[src/rtl/keccak_arbiter.sv]
// keccak_arbiter
//   Shares a single keccak core (32-bit word input, 512-bit digest) between N
//   requester channels. Channels are served round-robin, one complete message
//   at a time: the core is cleared, the granted channel's words are forwarded
//   under the core's buffer_full back-pressure, the arbiter waits for the
//   digest (bounded by WAIT_LIMIT cycles) and hands it back tagged with the
//   owning channel id.
//
// Ports
//   clk, reset             clock (rising edge) and asynchronous active-high reset
//   req_valid/word/last/byte_num, req_ready
//                          per-channel word streams from the message sources;
//                          channel c uses req_word[32c+31:32c], req_byte_num[2c+1:2c]
//   core_reset, core_in, core_in_ready, core_is_last, core_byte_num
//                          drive side of the keccak core
//   core_buffer_full, core_out, core_out_ready
//                          status / digest from the keccak core
//   res_valid, res_id, res_digest, res_err, res_ready
//                          result handshake towards the consumer

module keccak_arbiter #(
  parameter int N          = 4,
  parameter int IDW        = 2,
  parameter int WAIT_LIMIT = 4096
) (
  input  logic              clk,
  input  logic              reset,
  input  logic [N-1:0]      req_valid,
  input  logic [32*N-1:0]   req_word,
  input  logic [N-1:0]      req_last,
  input  logic [2*N-1:0]    req_byte_num,
  output logic [N-1:0]      req_ready,
  output logic              core_reset,
  output logic [31:0]       core_in,
  output logic              core_in_ready,
  output logic              core_is_last,
  output logic [1:0]        core_byte_num,
  input  logic              core_buffer_full,
  input  logic [511:0]      core_out,
  input  logic              core_out_ready,
  output logic              res_valid,
  output logic [IDW-1:0]    res_id,
  output logic [511:0]      res_digest,
  output logic              res_err,
  input  logic              res_ready
);

  localparam int CW = (WAIT_LIMIT > 1) ? $clog2(WAIT_LIMIT) : 1;
  localparam logic [CW-1:0]  WAIT_MAX  = CW'(WAIT_LIMIT - 1);
  localparam logic [IDW-1:0] LAST_INIT = IDW'(N - 1);

  localparam logic [2:0] ST_IDLE = 3'd0;
  localparam logic [2:0] ST_CLR  = 3'd1;
  localparam logic [2:0] ST_FEED = 3'd2;
  localparam logic [2:0] ST_WAIT = 3'd3;
  localparam logic [2:0] ST_DONE = 3'd4;

  logic [2:0]     state_r;
  logic [IDW-1:0] grant_r;
  logic [IDW-1:0] last_grant_r;
  logic [CW-1:0]  wait_cnt_r;
  logic           err_r;

  logic [IDW-1:0] pick_s;
  logic [IDW-1:0] cand_s;
  logic           accept_s;
  logic           timeout_s;

  // Round-robin pick: scan from last_grant+N down to last_grant+1 so the
  // nearest requester after last_grant overwrites any farther one.
  always_comb begin
    pick_s = last_grant_r;
    cand_s = last_grant_r;
    for (int i = N; i >= 1; i--) begin
      cand_s = IDW'((int'(last_grant_r) + i) % N);
      if (req_valid[cand_s]) begin
        pick_s = cand_s;
      end else begin
        pick_s = pick_s;
      end
    end
  end

  // A word moves only in FEED, from the granted channel, when the core has room.
  assign accept_s  = (state_r == ST_FEED) && req_valid[grant_r] && !core_buffer_full;

  // Timeout fires on the last WAIT cycle when the digest still has not arrived.
  assign timeout_s = (state_r == ST_WAIT) && !core_out_ready && (wait_cnt_r == WAIT_MAX);

  // Core is cleared during reset, for the single CLR cycle, and when a timed-out
  // message is abandoned so the core never keeps a half-processed state.
  assign core_reset    = reset || (state_r == ST_CLR) || timeout_s;
  assign core_in_ready = accept_s;

  // Only the granted channel sees ready, and only while the core can take a word.
  always_comb begin
    req_ready = '0;
    if (state_r == ST_FEED) begin
      req_ready[grant_r] = !core_buffer_full;
    end else begin
      req_ready = '0;
    end
  end

  // Word/last/byte_num mux from the granted channel, zeroed when nothing is forwarded.
  always_comb begin
    core_in       = 32'd0;
    core_is_last  = 1'b0;
    core_byte_num = 2'd0;
    if (accept_s) begin
      core_in       = req_word[32*grant_r +: 32];
      core_is_last  = req_last[grant_r];
      core_byte_num = req_byte_num[2*grant_r +: 2];
    end else begin
      core_in       = 32'd0;
      core_is_last  = 1'b0;
      core_byte_num = 2'd0;
    end
  end

  // Result side is driven only in DONE so every output idles at zero.
  always_comb begin
    res_valid  = 1'b0;
    res_id     = '0;
    res_err    = 1'b0;
    res_digest = 512'd0;
    if (state_r == ST_DONE) begin
      res_valid  = 1'b1;
      res_id     = grant_r;
      res_err    = err_r;
      res_digest = core_out;
    end else begin
      res_valid  = 1'b0;
      res_id     = '0;
      res_err    = 1'b0;
      res_digest = 512'd0;
    end
  end

  // Message-level state machine: arbitrate, clear core, feed, wait, deliver.
  always_ff @(posedge clk or posedge reset) begin
    if (reset) begin
      state_r      <= ST_IDLE;
      grant_r      <= '0;
      last_grant_r <= LAST_INIT;
      wait_cnt_r   <= '0;
      err_r        <= 1'b0;
    end else begin
      case (state_r)
        ST_IDLE: begin
          if (|req_valid) begin
            grant_r <= pick_s;
            state_r <= ST_CLR;
          end
        end
        ST_CLR: begin
          last_grant_r <= grant_r;
          state_r      <= ST_FEED;
        end
        ST_FEED: begin
          // No timeout here: a stalled requester simply keeps its grant.
          if (accept_s && req_last[grant_r]) begin
            wait_cnt_r <= '0;
            state_r    <= ST_WAIT;
          end
        end
        ST_WAIT: begin
          if (core_out_ready) begin
            err_r   <= 1'b0;
            state_r <= ST_DONE;
          end else if (wait_cnt_r == WAIT_MAX) begin
            err_r   <= 1'b1;
            state_r <= ST_DONE;
          end else begin
            wait_cnt_r <= wait_cnt_r + {{(CW-1){1'b0}}, 1'b1};
          end
        end
        ST_DONE: begin
          if (res_ready) begin
            state_r <= ST_IDLE;
          end
        end
        default: begin
          state_r <= ST_IDLE;
        end
      endcase
    end
  end

endmodule

[config.mk]
export PLATFORM = sky130hd
export DESIGN_NAME = keccak_arbiter
export DESIGN_NICKNAME = d
export VERILOG_FILES = /design/src/rtl/keccak_arbiter.sv
export SDC_FILE = /design/constraint.sdc
export NUM_CORES = 1
export LEC_CHECK = 0
export CORE_AREA = 2 2 479 481
export DETAILED_ROUTE_END_ITERATION = 8
export DIE_AREA = 0 0 481 483
export GPL_TIMING_DRIVEN = 0
export PLACE_DENSITY = 0.32
export SYNTH_ARGS = -nofsm -noshare
export SYNTH_HDL_FRONTEND = slang
export SYNTH_SLANG_ARGS = --single-unit
[constraint.sdc]
create_clock -name clk -period 2.01 [get_ports clk]
set_clock_uncertainty 0.1 [all_clocks]
set_input_delay 0.402 -clock clk [delete_from_list [all_inputs] [get_ports clk]]
set_output_delay 0.402 -clock clk [all_outputs]
set_load 0.02 [all_outputs]
==> results of run 1 <==
[per-layer routing]
layer / global-route usage [%] / share of wire, % / vias to the layer above
met2: 30.4 / 50 / 1107
met3: 7.03 / 11 / 376
met1: 17.3 / 36 / 6010
met5: 0 / 0.15 / -
met4: 2.31 / 3.5 / 26
li1: - / - / 5302
[synth_stat cells, types with 3 or more instances]
cell type | n | area (sq um)
sky130_fd_sc_hd__a21oi_1 | 10 | 50.1
sky130_fd_sc_hd__a31oi_1 | 4 | 25.0
sky130_fd_sc_hd__and2_1 | 516 | 3230
sky130_fd_sc_hd__and2b_1 | 7 | 52.6
sky130_fd_sc_hd__and3_1 | 4 | 25.0
sky130_fd_sc_hd__buf_2 | 8 | 40.0
sky130_fd_sc_hd__clkbuf_1 | 64 | 240
sky130_fd_sc_hd__dfrtp_1 | 18 | 450
sky130_fd_sc_hd__inv_1 | 11 | 41.3
sky130_fd_sc_hd__mux2i_1 | 3 | 30.0
sky130_fd_sc_hd__mux4_2 | 35 | 788
sky130_fd_sc_hd__nand2_1 | 15 | 56.3
sky130_fd_sc_hd__nand2b_1 | 4 | 25.0
sky130_fd_sc_hd__nand3_1 | 5 | 25.0
sky130_fd_sc_hd__nand4_1 | 4 | 25.0
sky130_fd_sc_hd__nor2_1 | 11 | 41.3
sky130_fd_sc_hd__nor2b_1 | 28 | 175
sky130_fd_sc_hd__nor3_1 | 7 | 35.0
sky130_fd_sc_hd__nor4_1 | 4 | 25.0
sky130_fd_sc_hd__o21ai_0 | 13 | 65.1
sky130_fd_sc_hd__o31ai_1 | 5 | 37.5
[logic make-up (layout without fill, tap and decap cells)]
group / Yosys count / count (layout)
AOI/OAI and AO/OA: 46 / 46
adders and majority gates: 1 / 1
buffers and inverters: 88 / 1434
DFF: 20 / 20
muxes: 40 / 40
other: 0 / 21
and+or+nand+nor: 613 / 613
[sequential cells by signal (all words and copies together), names as in the netlist]
name and count:
err_r 1, state_r 3, wait_cnt_r 12, last_grant_r 2, grant_r 2
[stage by stage]
stage,hold slack [ns],worst slack [ns],cells
floorplan,0.295,-0.0169,808
global placement,0.409,-2.70,5033
detailed placement,0.394,-2.68,5033
CTS,0.406,-0.777,5081
global route,0.458,-0.588,5168
finish,0.409,-0.550,5184
[area by class of cell]
class	count	area, sq um
well taps	3009	3760
plain buffers	73	1150
inverters	11	45.0
repair inverters	1	5.00
flip-flops and latches	20	508
multi-input cells	700	6150
clock inverters	1	30.0
clock buffers	3	75.1
fillers	26200	200000
diodes	21	52.6
repair buffers	1345	14800
[power by group through the flow]
| stage | clock [mW] | sequential, mW | combinational, mW |
|---|---|---|---|
| after floorplan | 0 | 0.645 | 4.15 |
| after global placement | 0 | 0.679 | 10.7 |
| after detailed placement | 0 | 0.678 | 10.6 |
| after CTS | 0.581 | 0.663 | 11.5 |
| after global routing | 0.595 | 0.708 | 14.3 |
| final | 0.571 | 0.684 | 13.7 |
[repair_timing]
| item | CTS | global route |
|---|---|---|
| buffers inserted | 24 | 67 |
| gates resized for setup | 2219 | 2477 |
| setup endpoints to repair | 570 | 571 |
| pin swaps | 39 | 72 |
| gates cloned | 20 | 19 |
[worst min-delay path by stage]
stage | end | slack [ns] | cells past startpoint
6_report | wait_cnt_r[8] | 0.41 | 1
5_1_grt | wait_cnt_r[8] | 0.46 | 1
4_1_cts | wait_cnt_r[8] | 0.41 | 1
3_5_place_dp | wait_cnt_r[8] | 0.39 | 1
3_3_place_gp | wait_cnt_r[8] | 0.41 | 1
2_1_floorplan | err_r | 0.30 | 1
==> impl_summary.md, run 1 <==
Global routing
The number of antenna violations at the first check in global routing is 179. The total overflow left after global routing is 0. Entering global routing, the biggest net connects 22 pins. The first global-routing pass estimated ~230000 um of wire. The via count of the first global-routing pass was roughly 13000.

The global-route total usage across every layer is approximately 16%.

Logic synthesis
Summing the areas of all compound-gate instances in the mapped netlist gives approximately 5.2% of the synthesized area. The most common flop cell mapped by yosys is sky130_fd_sc_hd__dfrtp_1. Yosys mapped a number of flops with a built-in enable equal to 0. The combinational family with the most area after synthesis is simple AND/OR/NAND/NOR gates. The portion of synthesized area spent on multiplexers is around 14%. The number of standard cells after synthesis is slightly above 800. Counting every net in the synthesized netlist gives between 1000 and 1500. The register area share after synthesis is under 10%. The flip-flop and latch count after synthesis is 20. The share of synthesized registers carrying an async set or reset is 100%.

The number of different library cells used by synthesis comes to 47. The simple-gate portion of the synthesized area is 65.2%. The mean area per synthesized cell is just over 7 sq um.

Summing the areas of all fa, ha and maj instances in the mapped netlist gives 0.216% of the synthesized area. During synthesis, Yosys emitted a total of 0 warnings. The post-synthesis xor/xnor area fraction is 0%. Summing every instance area after synthesis gives between 5000 and 6000 sq um.

Routing
The wire length reported by the detailed router is roughly 200000 um. In this run, the number of DRC markers left after iteration 0 of detailed routing was approximately 690. The detailed-router iteration count before antenna repair is 5. The detail route stage leaves a number of antenna-violating nets equal to 0. The number of vias per cell is ~2.5. The number of vias in the routed layout is approximately 13000. After detailed routing, the number of remaining DRC violations is 0. After detailed routing, the average wire length per cell comes to just under 40 um.

Min path
The origin of the worst min-delay path is wait_cnt_r[8]. The worst hold-check path type is reg2reg.

Cells and area
The final core utilization is 11.7%. In the layout the commonest cells are sky130_fd_sc_hd__clkdlybuf4s50_1 (654), sky130_fd_sc_hd__buf_6 (359), sky130_fd_sc_hd__and2_4 (326), sky130_fd_sc_hd__buf_8 (122), sky130_fd_sc_hd__buf_4 (111). In the final layout, the share of cells above drive strength 1 is 60.0%. The signed area change from the synthesized netlist to the final layout is 359%.

The commonest non-fill, non-tap cell in the layout is sky130_fd_sc_hd__clkdlybuf4s50_1. With fillers left out, the area of the finished cells amounts to 26600 sq um. In the final design database the tool counted between 2000 and 3000 nets.

Clocking
The clock net in this run drives a total of 20 sinks. The count of hold buffers inserted by post-cts repair is 0. In this run, CTS created clock tree buffers numbering 3. TritonCTS built the clock tree. The CTS clock-pin slew for the worst setup and hold paths is 0.07 ns. The clock latency of the later-clocked register in the worst-skew pair is approximately 0.26 ns. Counting along the longest clock path gives a buffer depth of 2.

The total number of H-tree levels is 1. The tree is rooted in a sky130_fd_sc_hd__clkbuf_16.

Power and ir drop
Total power for the finished layout comes to 15.0 mW. The clock network accounts for around 3.8% of the total power. The fraction of power spent switching nets is slightly below 50%. Summed over all nets, the switching power comes to between 7 and 8 mW. The internal cell power is between 7 and 8 mW. The leakage power figure is 10.5 nW. Dividing total power by cell area gives a power density of roughly 560 nW/um^2.

Combinational cells account for 91.6% of the total power. The sequential cell fraction of total power is around 4.6%. VDD sags by at most 464 uV.

Critical path
The number of cells on the critical path is 6. The worst register-to-register path has a depth of 6. The critical path class is reg2out.

The critical path startpoint category is a register. In this design, the stage delay of the slowest critical-path cell is roughly 0.40 ns. The number of buffers and inverters on the critical path is 3. Data on the critical path is required at its endpoint by 1.51 ns. The maximum fanout count along the critical path is 8. The end point of the critical path is core_in[24].

The cell type group with the largest total delay on the critical path is buffers and inverters. The worst flop-to-flop path startpoint is grant_r[0]. On the critical path, the stage with the largest delay is an instance of sky130_fd_sc_hd__o211ai_4. The reg-to-reg endpoint is wait_cnt_r[7]. STA puts the critical path data arrival time at 2.06 ns.

The signal on the critical path passes through buf_6 -> mux2_4 -> o211ai_4 -> buf_4 -> nor2b_2 -> clkbuf_2. The critical path capture point type is an output port. The register-to-register setup slack is -0.12 ns. Tracing the worst setup path back leads to its startpoint at grant_r[1].

Die
1218 I/O pins were placed. The width of the die is around 480 um. The initial core utilization is between 2 and 3%.

The overall die area is approximately 230000 sq um. The die is roughly 480 um tall. In this run the standard cell core region covers 227000 sq um. The row count is roughly 180.

Place
The HPWL after detailed placement is roughly 190000 um. The count of buffers from port buffering is 1216. The routability congestion estimate from global placement is about 0.98. The area after detailed placement is approximately 22000 sq um.

Timing
Setup violations remaining at the end of the flow were counted as 569. The final worst slack is -0.550 ns. The hold violation total from the final report is 0. The remaining max-slew budget at the tightest pin is about three fifths.

Static timing analysis puts the maximum clock frequency at approximately 0.39 GHz. The number of pins with negative max-slew slack in the final report is 0. The portion of the clock cycle consumed by the worst path in the final layout is 127%. The summed negative setup slack over all endpoints is -216.85 ns. Setup repair after global routing could not meet its margin everywhere. The transition time at the pin with the least slew margin is 0.620 ns. After layout, the minimum clock period comes to 2.56 ns.

Run status
The checks that failed: negative setup slack. The flow ran to the end, but the final reports show violations.

Flow run
The count of max-cap constraint violations is 0.
Note: power is estimated with default switching activity, not from simulation.
==> run 2: changes to the inputs <==
CAP_MARGIN = 40   (was not set)
GPL_TIMING_DRIVEN = not set   (was 0)
==> impl_summary.md, run 2 (synthesis gave the netlist of run 1 again) <==
Die
The height of the die is 483 um (unchanged). The overall die area is 232000 sq um (unchanged). The number of top-level pins is 1218 (unchanged). The initial core utilization is 2.56% (unchanged). The width of the die is 481 um (unchanged). The core region area is 227000 sq um (unchanged). The row count came to 175 (unchanged).

Run status
The final reports fail on negative setup slack. The run finished, with violations left.

Cells and area
The final-layout fill cell count is 25900 (-1.0%). The flip-flop count of the largest register, all copies and words added is 12 (unchanged). Leaving out fill and tap cells, the most frequent cells in the layout are sky130_fd_sc_hd__clkdlybuf4s50_1 (656), sky130_fd_sc_hd__buf_12 (391), sky130_fd_sc_hd__and2_2 (263), sky130_fd_sc_hd__buf_4 (156), sky130_fd_sc_hd__and2_1 (133).

The largest registers in the layout are wait_cnt_r x12, state_r x3. More flip-flops sit in one register than any other, and that register is wait_cnt_r. The area growth from synthesis to layout is 382%. The ratio of cells with drive above 1 in the final layout is 55.4% (-4.6 points).

The library cell used most frequently in the layout, excluding fill and tap cells, is sky130_fd_sc_hd__clkdlybuf4s50_1. The layout net count came to 2761 (-2.0%).

Power and ir drop
The leakage power figure is 10.6 nW (+0.94%). The power density relative to cell area is 555 nW/um^2 (-1.5%). The largest voltage drop on the vdd net is 321 uV (-31%). The total design power was 15.5 mW (+3.6%).

Routing
The first-iteration detailed-routing DRC count came to 494 (-29%). The number of vias in the routed layout came to 12700 (-1.3%). The detailed-router iteration count before antenna repair was 4 (-1).

The number of nets with antenna violations after routing is 0 (unchanged). The DRC violation count after routing is 0 (unchanged). The average wire per cell in the routed design is 38.9 um (+0.60%). The number of vias per cell was 2.47 (-0.28%). The wire length reported by the detailed router is 200000 um (-0.45%).

Timing
The final period demand of the worst path is 2.58 ns (+0.0180 ns). The summed negative setup slack over all endpoints is -228.12 ns (-11.27 ns). Setup repair after global routing could not meet its margin everywhere.

The hold violation total from the final report came to 0 (unchanged). The portion of the clock cycle consumed by the worst path in the final layout is 128% (+0.90 points). The transition time at the pin with the least slew margin was 0.464 ns (-0.156 ns).

The number of pins with negative max-slew slack in the final report is 0 (unchanged). The remaining max-slew budget at the tightest pin is 68.8% (+10 points). The final worst slack is -0.568 ns (-0.0180 ns). The number of failing setup endpoints in the final timing report is 570 (+0.18%). The maximum operating frequency is 0.388 GHz (-0.70%).

Clocking
The total number of H-tree levels is 1 (unchanged). TritonCTS built the clock tree. The maximum clock insertion buffer count was 2 (unchanged).

The total clock sinks is 20 (unchanged). The number of buffers created by CTS was 3 (unchanged). The CTS clock-pin slew for the worst setup and hold paths is 0.07 ns (about the same). The clock latency of the later-clocked register in the worst-skew pair was 0.26 ns (about the same). CTS placed an instance of sky130_fd_sc_hd__clkbuf_16 at the clock tree root.

Min path
The cell depth of the worst min-delay path came to 1 (unchanged). The worst hold path terminates at wait_cnt_r[8]. The path class of the tightest hold or removal check is reg2reg.

The origin of the worst min-delay path is wait_cnt_r[8].

Global routing
The number of antenna violations at the first check in global routing is 257 (+44%). The global-route total usage across every layer is 16.4% (+0.019 points). The largest net degree at the start of global routing was 54 (+150%). The via count of the first global-routing pass came to 12700 (-0.55%). The global-route wire length before repair is 227000 um (about the same). The overall overflow remaining after global route came to 0 (unchanged).

Critical path
The arrival time at the worst endpoint came to 2.08 ns (+0.02 ns). The slowest stage cell on the critical path is sky130_fd_sc_hd__mux4_2. The critical path capture point type is an output port. The startpoint identified for the worst register-to-register timing path is grant_r[0]. STA classifies the critical path startpoint as a register. The worst setup path is of the reg2out kind. The logic depth of the worst register-to-register path is 6 (unchanged). Traced cell by cell, the critical path runs through buf_12 -> mux4_2 -> and2b_2 -> buf_12. The kind of cell with the highest combined delay along the critical path is multiplexers.

The endpoint identified for the worst register-to-register timing path is wait_cnt_r[7]. The required time of the critical path was 1.51 ns (about the same). By instance count, the cell type seen most on the critical path is sky130_fd_sc_hd__buf_12. The maximum fanout count along the critical path was 13 (+5). The delay of the slowest cell on the worst path came to 0.69 ns (+0.29 ns). The worst path buffer plus inverter count is 2 (-1).

The register-to-register setup slack came to -0.24 ns (-0.12 ns).

Place
The count of buffers from port buffering is 1217 (+0.082%). The routability congestion estimate from global placement is 0.890 (-9.5%). The worst setup timing slack at the placement stage is -0.991 ns (+1.69 ns). The detailed placer's ending HPWL was 186000 um (-0.60%).

Flow run
The count of max-cap constraint violations is 0 (unchanged).
## run 2: cell types whose count changed in the layout (fill, tap and decap cells not counted), sizes merged
cell           before  now
bufbuf              0    1
clkbuf             64   13
diode              21   23
inv                10   11
bufinv              1    0
clkdlybuf4s50     654  656
clkinvlp            2    0
dlymetal6s2s        0    3
clkdlybuf4s15      17   20
buf               679  656
dlygate4sd2         7   18
## run 2: where the power goes
group          total, mW  switching [mW]  internal, mW
Combinational       14.4            7.28          7.12
Clock              0.442           0.171         0.271
Sequential         0.678           0.130         0.548
Total               15.5            7.58          7.94
## run 2: per-stage QoR
stage	utilization, %	std cells	hold WS, ns	area (sq um)
detailed placement	11.6	5051	0.419	26200
global placement	11.6	5051	0.414	26200
global route	12.3	5108	0.465	27900
CTS	12.1	5088	0.432	27300
finish	12.3	5130	0.420	28000
floorplan	-	808	0.295	6320
## run 2: area by class of cell
class / instances / area [sq um] / share of cell area (%)
sequential: 20 / 505 / 1.81
multi-input combinational: 700 / 5820 / 20.8
timing repair buffer: 1363 / 17700 / 63.3
antenna: 23 / 57.6 / 0.206
clock buffer: 4 / 78.8 / 0.282
tap: 3009 / 3760 / 13.5
inverter: 11 / 43.8 / 0.156
## run 2: routing by layer
metal / wire length [um] / up-vias / GRT usage (%)
met5: 135 / - / 0
met3: 29100 / 428 / 10.3
met2: 102000 / 1182 / 30.7
met1: 65600 / 5825 / 15.8
met4: 3060 / 20 / 0.500
li1: - / 5197 / -
## run 2: worst max-delay path by stage
stage                           from            to  slack, ns  cells after the start
floorplan                 grant_r[1]   core_in[12]      -0.02                      5
global placement    core_buffer_full  req_ready[0]      -1.04                      4
detailed placement  core_buffer_full  req_ready[1]      -0.99                      4
CTS                       grant_r[0]   core_in[14]      -0.58                      4
global route              grant_r[0]   core_in[14]      -0.60                      4
finish                    grant_r[0]   core_in[14]      -0.57                      4
## run 2: what timing repair did
action	4_1_cts	5_1_grt
buffers inserted	23	13
gates resized for setup	461	148
pin swaps	27	25
cloned	10	10
hold buffers	0	0
setup endpoints to repair	570	570
==> run 3: changes to the inputs <==
TNS_END_PERCENT = 50   (was not set)
==> impl_summary.md, run 3 (synthesis gave the netlist of run 1 again) <==
Routing
The DRC violation count after routing is 0 (unchanged). The first-iteration detailed-routing DRC count came to 451 (-8.7%). The wire length reported by the detailed router is 212000 um (+6.3%). The average wire per cell in the routed design came to 41.0 um (+5.3%). The number of vias in the routed layout came to 12900 (+2.2%). The detailed-router iteration count before antenna repair is 4 (unchanged). The number of vias per cell is 2.50 (+1.3%). The number of nets with antenna violations after routing is 0 (unchanged).

Place
The worst setup timing slack at the placement stage is -0.817 ns (+0.174 ns). The routability congestion estimate from global placement is 0.919 (+3.3%). The count of buffers from port buffering is 1217 (unchanged). The area after detailed placement is 26400 sq um (+0.73%).

The detailed placer's ending HPWL is 199000 um (+6.9%).

Clocking
The CTS clock-pin slew for the worst setup and hold paths is 0.06 ns (about the same). The total number of H-tree levels is 1 (unchanged). The total clock sinks was 20 (unchanged).

The count of hold buffers inserted by post-cts repair is 0 (unchanged). The maximum clock insertion buffer count was 2 (unchanged). The cell sitting at the root of the clock tree is a sky130_fd_sc_hd__clkbuf_16.

TritonCTS built the clock tree. The clock latency of the later-clocked register in the worst-skew pair is 0.26 ns (about the same). The number of buffers created by CTS is 3 (unchanged).

Min path
The path with the worst hold slack has its endpoint at wait_cnt_r[8]. The worst hold-check path type is reg2reg. The cell depth of the worst min-delay path is 1 (unchanged).

The origin of the worst min-delay path is wait_cnt_r[8].

Timing
The maximum operating frequency is 0.392 GHz (+0.97%). The transition time at the pin with the least slew margin is 0.541 ns (+0.0770 ns). The number of failing setup endpoints in the final timing report is 569 (-0.18%). The final worst slack is -0.543 ns (+0.0248 ns).

The worst hold margin was 0.401 ns (-0.0195 ns). The portion of the clock cycle consumed by the worst path in the final layout was 127% (-1.2 points). The final period demand of the worst path came to 2.55 ns (-0.0248 ns). The number of pins with negative max-slew slack in the final report was 0 (unchanged). The remaining max-slew budget at the tightest pin is 63.7% (-5.1 points). The hold violation total from the final report was 0 (unchanged). Setup repair after global routing could not meet its margin everywhere.

Global routing
The global-route total usage across every layer came to 17.5% (+1.1 points). The overall overflow remaining after global route is 0 (unchanged). The global-route wire length before repair is 241000 um (+6.1%). The number of antenna violations at the first check in global routing came to 281 (+9.3%).

The via count of the first global-routing pass is 12900 (+1.4%). The largest net degree at the start of global routing is 30 (-44%).

Power and ir drop
The largest voltage drop on the vdd net came to 276 uV (-14%). The power density relative to cell area was 573 nW/um^2 (+3.2%). The leakage power figure is 11.1 nW (+4.0%).

The total design power is 16.7 mW (+7.4%).

Cells and area
The largest register by flop count is wait_cnt_r. The flip-flop count of the largest register, all copies and words added is 12 (unchanged). The layout net count was 2803 (+1.5%). The library cell used most frequently in the layout, excluding fill and tap cells, is sky130_fd_sc_hd__clkdlybuf4s50_1.

The signed area change from the synthesized netlist to the final layout is 402%. The final instance area is 29100 sq um (+4.0%). The ratio of cells with drive above 1 in the final layout is 54.1% (-1.3 points). The largest registers in the layout are wait_cnt_r x12, state_r x3.

Leaving out fill and tap cells, the most frequent cells in the layout are sky130_fd_sc_hd__clkdlybuf4s50_1 (655), sky130_fd_sc_hd__buf_12 (431), sky130_fd_sc_hd__and2_4 (219), sky130_fd_sc_hd__and2_1 (193), sky130_fd_sc_hd__buf_4 (163).

Die
The width of the die is 481 um (unchanged). The number of top-level pins is 1218 (unchanged). The height of the die is 483 um (unchanged). The overall die area is 232000 sq um (unchanged). The core region area is 227000 sq um (unchanged). The row count came to 175 (unchanged).

The initial core utilization is 2.56% (unchanged).

Critical path
The critical path is of the reg2out type. The critical path capture point type is an output port. The maximum fanout count along the critical path came to 10 (-3). STA classifies the critical path startpoint as a register. The register-to-register setup slack is -0.21 ns (+0.03 ns). The required time of the critical path came to 1.51 ns (about the same). The endpoint identified for the worst register-to-register timing path is wait_cnt_r[4].

The startpoint identified for the worst register-to-register timing path is grant_r[0]. The logic depth of the worst register-to-register path is 6 (unchanged). The arrival time at the worst endpoint came to 2.05 ns (-0.03 ns).

Flow run
The count of max-cap constraint violations is 0 (unchanged).

Run status
The run finished, with violations left. The checks that failed: negative setup slack.
==> run 3: cell count changes in the layout (fill, tap and decap cells not counted), moves of 5 or more <==
cell                              before  now
sky130_fd_sc_hd__dlygate4sd2_1        18   13
sky130_fd_sc_hd__buf_4               156  163
sky130_fd_sc_hd__diode_2              23   29
sky130_fd_sc_hd__and2_1              133  193
sky130_fd_sc_hd__buf_12              391  431
sky130_fd_sc_hd__clkdlybuf4s15_2      20    0
sky130_fd_sc_hd__buf_16               13   33
sky130_fd_sc_hd__and2_4              120  219
sky130_fd_sc_hd__clkbuf_2              0    9
sky130_fd_sc_hd__and2_2              263  104
==> run 3: layout make-up <==
class	instances	area, sq um
diodes	29	72.6
multi-input cells	700	5880
clock buffers	4	88.8
repair buffers	1405	18800
well taps	3009	3760
inverters	11	41.3
flip-flops and latches	20	508
fillers	25900	198000
==> run 3: repair_timing <==
item,4_1_cts,5_1_grt
cloned,29,7
pin swaps,82,7
resized for setup,649,141
setup buffers,45,12
endpoints found under the setup margin,571,571
==> run 3: per-stage QoR <==
stage,cells,utilization [%],setup TNS [ns]
floorplan,808,-,-1.05
global placement,5056,11.6,-160.83
detailed placement,5056,11.6,-158.91
CTS,5132,12.6,-234.96
global route,5160,12.8,-254.25
finish,5178,12.8,-221.93
==> run 3: report_power, final <==
part | internal, mW | switching (mW)
Clock | 0.304 | 0.177
Sequential | 0.553 | 0.138
Combinational | 7.86 | 7.64
==> run 3: per-layer routing <==
| metal | track usage [%] | vias up | part of all wire [%] |
|---|---|---|---|
| li1 | - | 5304 | - |
| met1 | 17.5 | 5859 | 35 |
| met2 | 29.8 | 1227 | 47 |
| met3 | 13.4 | 482 | 17 |
| met4 | 1.40 | 64 | 1.9 |
| met5 | 0 | - | 0.20 |
==> run 3: how the worst max path moves through the flow <==
stage,start,endpoint
after floorplan,grant_r[1],core_in[12]
after global placement,req_valid[3],core_is_last
after detailed placement,req_valid[0],core_is_last
after CTS,grant_r[0],core_in[21]
after global routing,grant_r[0],core_in[14]
final,grant_r[0],core_in[12]
==> run 3: critical path, stage by stage (launching register included) <==
cell and delay, ns:
sky130_fd_sc_hd__dfrtp_4 0.47, sky130_fd_sc_hd__buf_12 0.17, sky130_fd_sc_hd__buf_12 0.13, sky130_fd_sc_hd__mux4_2 0.63, sky130_fd_sc_hd__and2b_2 0.26, sky130_fd_sc_hd__buf_6 0.13
